`src/rtl/integer_alu_axis_pkg.sv`:
```
// rtl/integer_alu_axis_pkg.sv - shared types and constants for the integer_alu stream driver
package integer_alu_axis_pkg;

   // Driver sequencing: wait for a command, or push the three operand beats
   typedef enum logic {
      IDLE = 1'b0,
      SEND = 1'b1
   } state_e;

   // Port indices shared with the deadlock monitor diagnostics
   localparam int IN1   = 0;
   localparam int IN2   = 1;
   localparam int OP    = 2;
   localparam int OUT_R = 3;

   localparam int DEF_DATA_W = 32;
   localparam int DEF_OP_W   = 32;

endpackage

```
`src/rtl/integer_alu_axis_driver_watchdog.sv`:
```
// rtl/integer_alu_axis_driver_watchdog.sv - idle-with-work counter that flags a stalled kernel exchange
module axis_stall_watchdog
   import integer_alu_axis_pkg::*;
#(
   parameter int STALL_LIMIT = 1024
) (
   input  logic       clk_i,
   input  logic       rst_ni,
   input  logic       busy_i,
   input  logic       activity_i,
   input  logic       freeze_i,
   input  logic [3:0] wait_vec_i,
   output logic       stall_o,
   output logic [3:0] stall_vec_o
);

   localparam int CNT_W = $clog2(STALL_LIMIT + 1);
   localparam logic [CNT_W-1:0] LIMIT_C = CNT_W'(STALL_LIMIT);

   logic [CNT_W-1:0] cnt_q, cnt_d;
   logic             stall_q, stall_d;
   logic [3:0]       stall_vec_q, stall_vec_d;

   // Count idle cycles with work pending; downstream back-pressure only pauses the count
   always_comb begin
      cnt_d       = cnt_q;
      stall_vec_d = stall_vec_q;
      if (!busy_i || activity_i) begin
         cnt_d = '0;
      end else if (freeze_i) begin
         cnt_d = cnt_q;
      end else if (cnt_q != LIMIT_C) begin
         cnt_d = cnt_q + 1'b1;
      end
      stall_d = (cnt_d == LIMIT_C);
      // Snapshot which ports were waiting on the edge the limit is reached
      if (!stall_d) begin
         stall_vec_d = '0;
      end else if (!stall_q) begin
         stall_vec_d = wait_vec_i;
      end
   end

   // Watchdog state register
   always_ff @(posedge clk_i) begin
      if (!rst_ni) begin
         cnt_q       <= '0;
         stall_q     <= 1'b0;
         stall_vec_q <= '0;
      end else begin
         cnt_q       <= cnt_d;
         stall_q     <= stall_d;
         stall_vec_q <= stall_vec_d;
      end
   end

   assign stall_o     = stall_q;
   assign stall_vec_o = stall_vec_q;

endmodule

```
`src/rtl/integer_alu_axis_driver.sv`:
```
// rtl/integer_alu_axis_driver.sv - command-to-AXIS operand issuer and result collector for integer_alu
module integer_alu_axis_driver
   import integer_alu_axis_pkg::*;
#(
   parameter int DATA_W      = DEF_DATA_W,
   parameter int OP_W        = DEF_OP_W,
   parameter int MAX_OUTST   = 4,
   parameter int STALL_LIMIT = 1024
) (
   input  logic              ap_clk,
   input  logic              ap_rst_n,
   input  logic              cmd_valid,
   output logic              cmd_ready,
   input  logic [DATA_W-1:0] cmd_in1,
   input  logic [DATA_W-1:0] cmd_in2,
   input  logic [OP_W-1:0]   cmd_op,
   output logic [DATA_W-1:0] in1_TDATA,
   output logic              in1_TVALID,
   input  logic              in1_TREADY,
   output logic [DATA_W-1:0] in2_TDATA,
   output logic              in2_TVALID,
   input  logic              in2_TREADY,
   output logic [OP_W-1:0]   op_TDATA,
   output logic              op_TVALID,
   input  logic              op_TREADY,
   input  logic [DATA_W-1:0] out_r_TDATA,
   input  logic              out_r_TVALID,
   output logic              out_r_TREADY,
   output logic              rsp_valid,
   input  logic              rsp_ready,
   output logic [DATA_W-1:0] rsp_data,
   output logic [3:0]        outstanding,
   output logic              stall,
   output logic [3:0]        stall_vec,
   output logic              err_unexp
);

   state_e            state_q, state_d;
   logic              in1_v_q, in1_v_d;
   logic              in2_v_q, in2_v_d;
   logic              op_v_q, op_v_d;
   logic [DATA_W-1:0] in1_data_q, in1_data_d;
   logic [DATA_W-1:0] in2_data_q, in2_data_d;
   logic [OP_W-1:0]   op_data_q, op_data_d;
   logic              cmd_ready_q, cmd_ready_d;
   logic [3:0]        outst_q, outst_d;
   logic              err_q, err_d;
   logic              rsp_valid_q, rsp_valid_d;
   logic [DATA_W-1:0] rsp_data_q, rsp_data_d;
   logic              issue;
   logic              cmd_hs;
   logic              rsp_hs;
   logic              kernel_activity;
   logic              busy;
   logic [3:0]        wait_vec;

   assign cmd_hs       = cmd_valid & cmd_ready_q;
   assign out_r_TREADY = !rsp_valid_q | rsp_ready;
   assign rsp_hs       = out_r_TVALID & out_r_TREADY;

   // Issue FSM: latch a command, then retire each operand port on its own handshake
   always_comb begin
      state_d    = state_q;
      in1_v_d    = in1_v_q;
      in2_v_d    = in2_v_q;
      op_v_d     = op_v_q;
      in1_data_d = in1_data_q;
      in2_data_d = in2_data_q;
      op_data_d  = op_data_q;
      issue      = 1'b0;
      case (state_q)
         IDLE: begin
            if (cmd_hs) begin
               in1_data_d = cmd_in1;
               in2_data_d = cmd_in2;
               op_data_d  = cmd_op;
               in1_v_d    = 1'b1;
               in2_v_d    = 1'b1;
               op_v_d     = 1'b1;
               state_d    = SEND;
            end
         end
         SEND: begin
            if (in1_TREADY) in1_v_d = 1'b0;
            if (in2_TREADY) in2_v_d = 1'b0;
            if (op_TREADY)  op_v_d  = 1'b0;
            if (!in1_v_d && !in2_v_d && !op_v_d) begin
               state_d = IDLE;
               issue   = 1'b1;
            end
         end
         default: state_d = IDLE;
      endcase
   end

   // Outstanding count, unexpected-result flag, response register and registered cmd_ready
   always_comb begin
      outst_d     = outst_q;
      err_d       = err_q;
      rsp_valid_d = rsp_valid_q;
      rsp_data_d  = rsp_data_q;
      if (issue && !rsp_hs) begin
         outst_d = outst_q + 1'b1;
      end else if (!issue && rsp_hs) begin
         if (outst_q == 4'd0) err_d = 1'b1;
         else                 outst_d = outst_q - 1'b1;
      end
      if (rsp_hs) begin
         rsp_valid_d = 1'b1;
         rsp_data_d  = out_r_TDATA;
      end else if (rsp_ready) begin
         rsp_valid_d = 1'b0;
      end
      cmd_ready_d = (state_d == IDLE) && (outst_d < 4'(MAX_OUTST));
   end

   // Control state register; beats in flight are dropped on reset
   always_ff @(posedge ap_clk) begin
      if (!ap_rst_n) begin
         state_q     <= IDLE;
         in1_v_q     <= 1'b0;
         in2_v_q     <= 1'b0;
         op_v_q      <= 1'b0;
         cmd_ready_q <= 1'b0;
         outst_q     <= '0;
         err_q       <= 1'b0;
         rsp_valid_q <= 1'b0;
      end else begin
         state_q     <= state_d;
         in1_v_q     <= in1_v_d;
         in2_v_q     <= in2_v_d;
         op_v_q      <= op_v_d;
         cmd_ready_q <= cmd_ready_d;
         outst_q     <= outst_d;
         err_q       <= err_d;
         rsp_valid_q <= rsp_valid_d;
      end
   end

   // Payload registers carry no reset; they are qualified by the valid flags
   always_ff @(posedge ap_clk) begin
      in1_data_q <= in1_data_d;
      in2_data_q <= in2_data_d;
      op_data_q  <= op_data_d;
      rsp_data_q <= rsp_data_d;
   end

   assign kernel_activity = (in1_v_q & in1_TREADY) | (in2_v_q & in2_TREADY)
                          | (op_v_q & op_TREADY) | rsp_hs;
   assign busy            = (state_q == SEND) | (outst_q != 4'd0);

   always_comb begin
      wait_vec        = '0;
      wait_vec[IN1]   = in1_v_q;
      wait_vec[IN2]   = in2_v_q;
      wait_vec[OP]    = op_v_q;
      wait_vec[OUT_R] = (outst_q != 4'd0) & !out_r_TVALID & out_r_TREADY;
   end

   axis_stall_watchdog #(
      .STALL_LIMIT (STALL_LIMIT)
   ) u_watchdog (
      .clk_i       (ap_clk),
      .rst_ni      (ap_rst_n),
      .busy_i      (busy),
      .activity_i  (kernel_activity),
      .freeze_i    (rsp_valid_q & !rsp_ready),
      .wait_vec_i  (wait_vec),
      .stall_o     (stall),
      .stall_vec_o (stall_vec)
   );

   assign cmd_ready   = cmd_ready_q;
   assign in1_TDATA   = in1_data_q;
   assign in1_TVALID  = in1_v_q;
   assign in2_TDATA   = in2_data_q;
   assign in2_TVALID  = in2_v_q;
   assign op_TDATA    = op_data_q;
   assign op_TVALID   = op_v_q;
   assign rsp_valid   = rsp_valid_q;
   assign rsp_data    = rsp_data_q;
   assign outstanding = outst_q;
   assign err_unexp   = err_q;

endmodule
```
`config.mk`:
```
export PLATFORM = sky130hd
export DESIGN_NAME = integer_alu_axis_driver
export DESIGN_NICKNAME = d
export VERILOG_FILES = /design/src/rtl/integer_alu_axis_pkg.sv /design/src/rtl/integer_alu_axis_driver_watchdog.sv /design/src/rtl/integer_alu_axis_driver.sv
export SDC_FILE = /design/constraint.sdc
export NUM_CORES = 1
export LEC_CHECK = 0
export CAP_MARGIN = 20
export CORE_MARGIN = 5
export CORE_UTILIZATION = 40
export CTS_CLUSTER_DIAMETER = 30
export DETAILED_ROUTE_END_ITERATION = 12
export PLACE_DENSITY_LB_ADDON = 0.2
export SYNTH_ARGS = -nofsm -noshare
export SYNTH_HDL_FRONTEND = slang
export SYNTH_SLANG_ARGS = --single-unit
```
`constraint.sdc`:
```
create_clock -name ap_clk -period 6.6 [get_ports ap_clk]
set_input_delay 0.99 -clock ap_clk [delete_from_list [all_inputs] [get_ports ap_clk]]
set_output_delay 0.99 -clock ap_clk [all_outputs]
set_load 0.03 [all_outputs]
```
# After elaboration in Yosys (flattened, before gate mapping)
# Cells that the tools add are included.
# classes
add_sub_neg,3
multipliers,0
div_mod_pow,0
order_cmp,1
n_eq_ne,3
n_shift,0
mux,23
bitwise_logic,16
n_reduce_logical,21
# ops
cell,count
$mux W11,3
$mux W1,13
$mux W4,3
$add A11 B1 Y11 const B,1
$eq A11 B11 Y1 const B,1
$ne A11 B11 Y1 const B,1
$logic_not A1 Y1,9
$and A1 B1 Y1,8
$pmux W1 S2,4
$logic_and A1 B1 Y1,5
$or A1 B1 Y1,5
$add A4 B1 Y4 const B,1
$logic_not A4 Y1,1
$lt A4 B3 Y1 const B,1
$reduce_and A2 Y1,2
$reduce_bool A4 Y1,1
$sub A4 B1 Y4 const B,1
$not A1 Y1,3
$reduce_and A3 Y1,1
$ne A2 B2 Y1 const B,1
$reduce_bool A2 Y1,1
$logic_or A1 B1 Y1,1
# totals
regBits,155
latch_bits,0
ram_bits,0
mem_bits_ro,0
in_bits,136
output_inout_bits,144
memories,0

# Longest topological paths before layout
# depth
depth_word,13
depth_mapped,11
ltp_nobuf,10

# By module
# From an unflattened synthesis, not the netlist that was laid out.
# unflattened
hier_cells,308
area_unflattened_um2,5396.4
# by_module_without_submodules
module,instances,cells_per_inst,area_each_um2
integer_alu_axis_driver,1,206,4448.0
axis_stall_watchdog,1,102,948.4

# Worst setup path after synthesis
# OpenSTA, ideal clock, no wires.
# synth_timing
kind,input port to flip-flop
startpoint,in cmd_valid
endpoint,"reg in1_data_q[0], in the netlist in1_TDATA[0] (enable)"
t_arrival_ns,5.137
t_required_ns,6.044
setup_slack_ns,0.907
cell_stages,2
path_buffers,0
path_cell_list,nand2_1 -> nor2_1
# synth_via
elab_chain_cells,2
# synth_lines
item,line,source
"start, declared",integer_alu_axis_driver.sv:12,"input logic cmd_valid,"
$and A1 B1 Y1,integer_alu_axis_driver.sv:57,assign cmd_hs = cmd_valid & cmd_ready_q;
$reduce_and A2 Y1 (no line),--,
"end signal, assigned",integer_alu_axis_driver.sv:142,in1_data_q <= in1_data_d;
"end, declared",integer_alu_axis_driver.sv:42,"logic [DATA_W-1:0] in1_data_q, in1_data_d;"
# Every way passes these cells.
# A chain may end at the register's enable or synchronous reset.

# Final worst setup path
# layout_timing
startpoint,in rsp_ready
endpoint,out out_r_TREADY
# layout_via
elab_chain_cells,1
# layout_lines
item,line,source
"start, declared",integer_alu_axis_driver.sv:30,"input logic rsp_ready,"
$or A1 B1 Y1,integer_alu_axis_driver.sv:58,assign out_r_TREADY = !rsp_valid_q | rsp_ready;
"end, declared",integer_alu_axis_driver.sv:28,"output logic out_r_TREADY,"
# Every way passes these cells.

==> results.md <==
- PwrDens: 320.7 nW/um2
- Final worst clock skew: roughly 0.0077 ns
- Async set or reset register ratio after synthesis: 0
- Number of setup buffers added after CTS: 0
- Resize count post-CTS: 0
- Weighted congestion reported at the end of routability-driven placement: 0.8694
- Post-Layout Cell Count: between 800 and 900
- CTS buffer count: 17
- Number of warning messages in the yosys log: 0
- Post-detailed-routing wire length: 16,140 um
- Number of design rule violations left after detail routing: 0
- Area of the core: 13,300 um2
- Number of register bits inferred by synthesis: 155
- Combined global-route utilization of all metal layers: 0.1995
- Most frequent cells after synthesis: 128 x sky130_fd_sc_hd__edfxtp_1, 27 x sky130_fd_sc_hd__dfxtp_1, 22 x sky130_fd_sc_hd__nor2_1, 17 x sky130_fd_sc_hd__nand2_1, 13 x sky130_fd_sc_hd__o21ai_0
- Die outline height: 126.6 um
- Top-area cell type share of the netlist area: 0.7073
- Worst-path clk slew: 0.06 ns
- Remaining global-route overflow: 0
- Final setup violating endpoints: 0
- Period utilization: 0.5253
- Endpoint required time on the critical path: 5.61 ns
- Area enclosed by the die boundary: 16,020 um2
- Count of port buffers added during placement: 279
- H-tree depth: 4
- Total inserted antenna cells: 0
- Number of nets with antenna violations after routing: 0
- Startpoint Class: input pin
- Clock tree from TritonCTS: done
- Clock net sink count: 155
- Largest area contributor in the netlist: sky130_fd_sc_hd__edfxtp_1
- Root buf cell: sky130_fd_sc_hd__clkbuf_16
- Cells after Synth: 321
- Largest net degree at the start of global routing: 93
- Commonest register cell after synthesis: sky130_fd_sc_hd__edfxtp_1
- LEAKAGE: around 3.1 nW
- Number of antenna violations at the first check in global routing: 1
- Worst Hold Class: flip-flop to flip-flop
- Number of cells after detailed placement: 770
- Number of hold-slack violations in the final timing report: 0
- Setup repair after global routing missed its margin: false
- Number of nets in the synthesized netlist: 463
- Maximum achievable frequency: just under 0.3 GHz
- Category of the critical setup timing path: input pin to output pin
- Headroom to the max-slew limit: 0.3451
- Endpoint class of the critical path: output pin
- Starting density of the core: 0.4087
- Mean instance size in the synthesized netlist: 16.93 um2
- Worst hold margin: 0.5218 ns
- Mean routed wirelength per cell: 20.15 um
- Cell variety after synth: between 50 and 60
- Net count reported at finish: 756
- Clock latency on the worst-skew pair: 0.41 ns
- Slew @ Worst Pin: 0.9814 ns
- Vias post-DR: ~3.9k
- HPWL Detailed: 12,600 um
- Top-level port count: 280
- Worst voltage drop across the vdd grid: 0.0001797 V
- Area of the mapped netlist: 5434 um2
- Total negative setup slack: 0 ns
- CTS Hold Buffers Added: 0
- Global-route wire length before repair: 23,650 um
- Via-per-instance ratio: 4.806
- Number of global-route vias before repair: approximately 3.8k
- Min Clock Period, post-route: 3.467 ns
- Row count: 42
- CP Data Arrival Time: 2.48 ns
- Proportion of layout cells with a drive suffix above 1: 0.07200
- Number of max-capacitance violations reported: 0
- Synth-to-layout area growth: 65.28%
- Fraction of the yosys area taken by sequential cells: 0.8068
- Number of flops mapped to enable cells by yosys: 128
- First-pass DRT Iterations: 4
- DR iter-0 viols: 215
- Run status: complete, no violations
- Final Max Tran Viols: 0
- Synth top area cells: sky130_fd_sc_hd__edfxtp_1 71%, sky130_fd_sc_hd__dfxtp_1 9.9%, sky130_fd_sc_hd__nor2_1 1.5%
- Cell with the most instances after synthesis: sky130_fd_sc_hd__edfxtp_1
- Largest fanout on the critical path: 15
- Number of buffers on the longest clock path: 2
- Horizontal die dimension: 126.6 um
## logic make-up (layout without fill, tap and decap cells)
kind of cell | count (synthesis) | in the layout | share of synthesized area
DFF | 155 | 155 | 0.8068
AOI/OAI and AO/OA | 38 | 38 | 0.04513
and+or+nand+nor | 90 | 90 | 0.09418
adders and majority gates | 6 | 6 | 0.01381
muxes | 3 | 3 | 0.006216
xor gates and xnor gates | 10 | 10 | 0.01612
buffers and inverters | 19 | 323 | 0.01773
## power by group
part	switching [mW]	internal, mW	leakage, nW
Sequential	0.0500	1.21	1.41
Combinational	0.420	0.303	1.43
Clock	0.351	0.546	0.260
Total	0.820	2.06	3.10
## layout make-up
class	instances	area, um2
Timing Repair Buffer	282	2835
Multi-Input combinational cell	147	960.9
Tap cell	176	220.2
Fill cell	939	4314
Clock inverter	10	102.6
Sequential cell	155	4384
Inverter	11	41.29
Clock buffer	20	436.7
## worst paths after layout
check | from | to | slack [ns] | cells after the start
max | rsp_ready | out_r_TREADY | 3.13 | 4
min | err_unexp | err_unexp | 0.52 | 2
max reg2reg | rsp_valid | cmd_ready | 3.87 | 10
min reg2reg | err_unexp | err_unexp | 0.52 | 2
## placed cells by master (no fill, tap or decap), drive strengths merged, types with 7 or more instances in the layout
| cell | instances |
|---|---|
| a21oi | 9 |
| nor2 | 22 |
| clkdlybuf4s50 | 279 |
| edfxtp | 128 |
| nor4 | 7 |
| nand2 | 18 |
| o21ai | 13 |
| inv | 11 |
| clkbuf | 20 |
| nand3 | 9 |
| dfxtp | 27 |
## layer usage
layer,track usage,part of all wire,up-vias
met3,0.06179,0.070,15
met5,0,0.00099,-
met2,0.3717,0.56,162
li1,-,-,1795
met1,0.2157,0.36,1876
met4,0.06120,0.011,2
## state kept, by name (all words and copies together) (netlist names)
name                    count
in2_TVALID                  1
in1_TDATA                  32
rsp_valid                   1
in1_TVALID                  1
op_TDATA                   32
u_watchdog.stall_vec_o      4
u_watchdog.cnt_q           11
state_q                     1
u_watchdog.stall_o          1
op_TVALID                   1
in2_TDATA                  32
outstanding                 4
cmd_ready                   1
rsp_data                   32
err_unexp                   1
## stage by stage
step / setup WS, ns / util / cell area [um2] / total power, mW
2_1_floorplan: 0.9074 / - / 5434 / 1.662
3_3_place_gp: 2.885 / 0.6329 / 8414 / 1.989
6_report: 3.133 / 0.6755 / 8981 / 2.880
5_1_grt: 3.092 / 0.6755 / 8981 / 2.993
4_1_cts: 3.142 / 0.6734 / 8954 / 2.898
3_5_place_dp: 2.806 / 0.6329 / 8414 / 2.002
## worst max-delay path, cell delays in order
cell	delay [ns]
sky130_fd_sc_hd__clkdlybuf4s50_1	0.47
sky130_fd_sc_hd__nor2b_2	0.06
sky130_fd_sc_hd__inv_2	0.21
sky130_fd_sc_hd__clkdlybuf4s50_1	0.73
No activity file was read; power rests on OpenSTA's default activity.
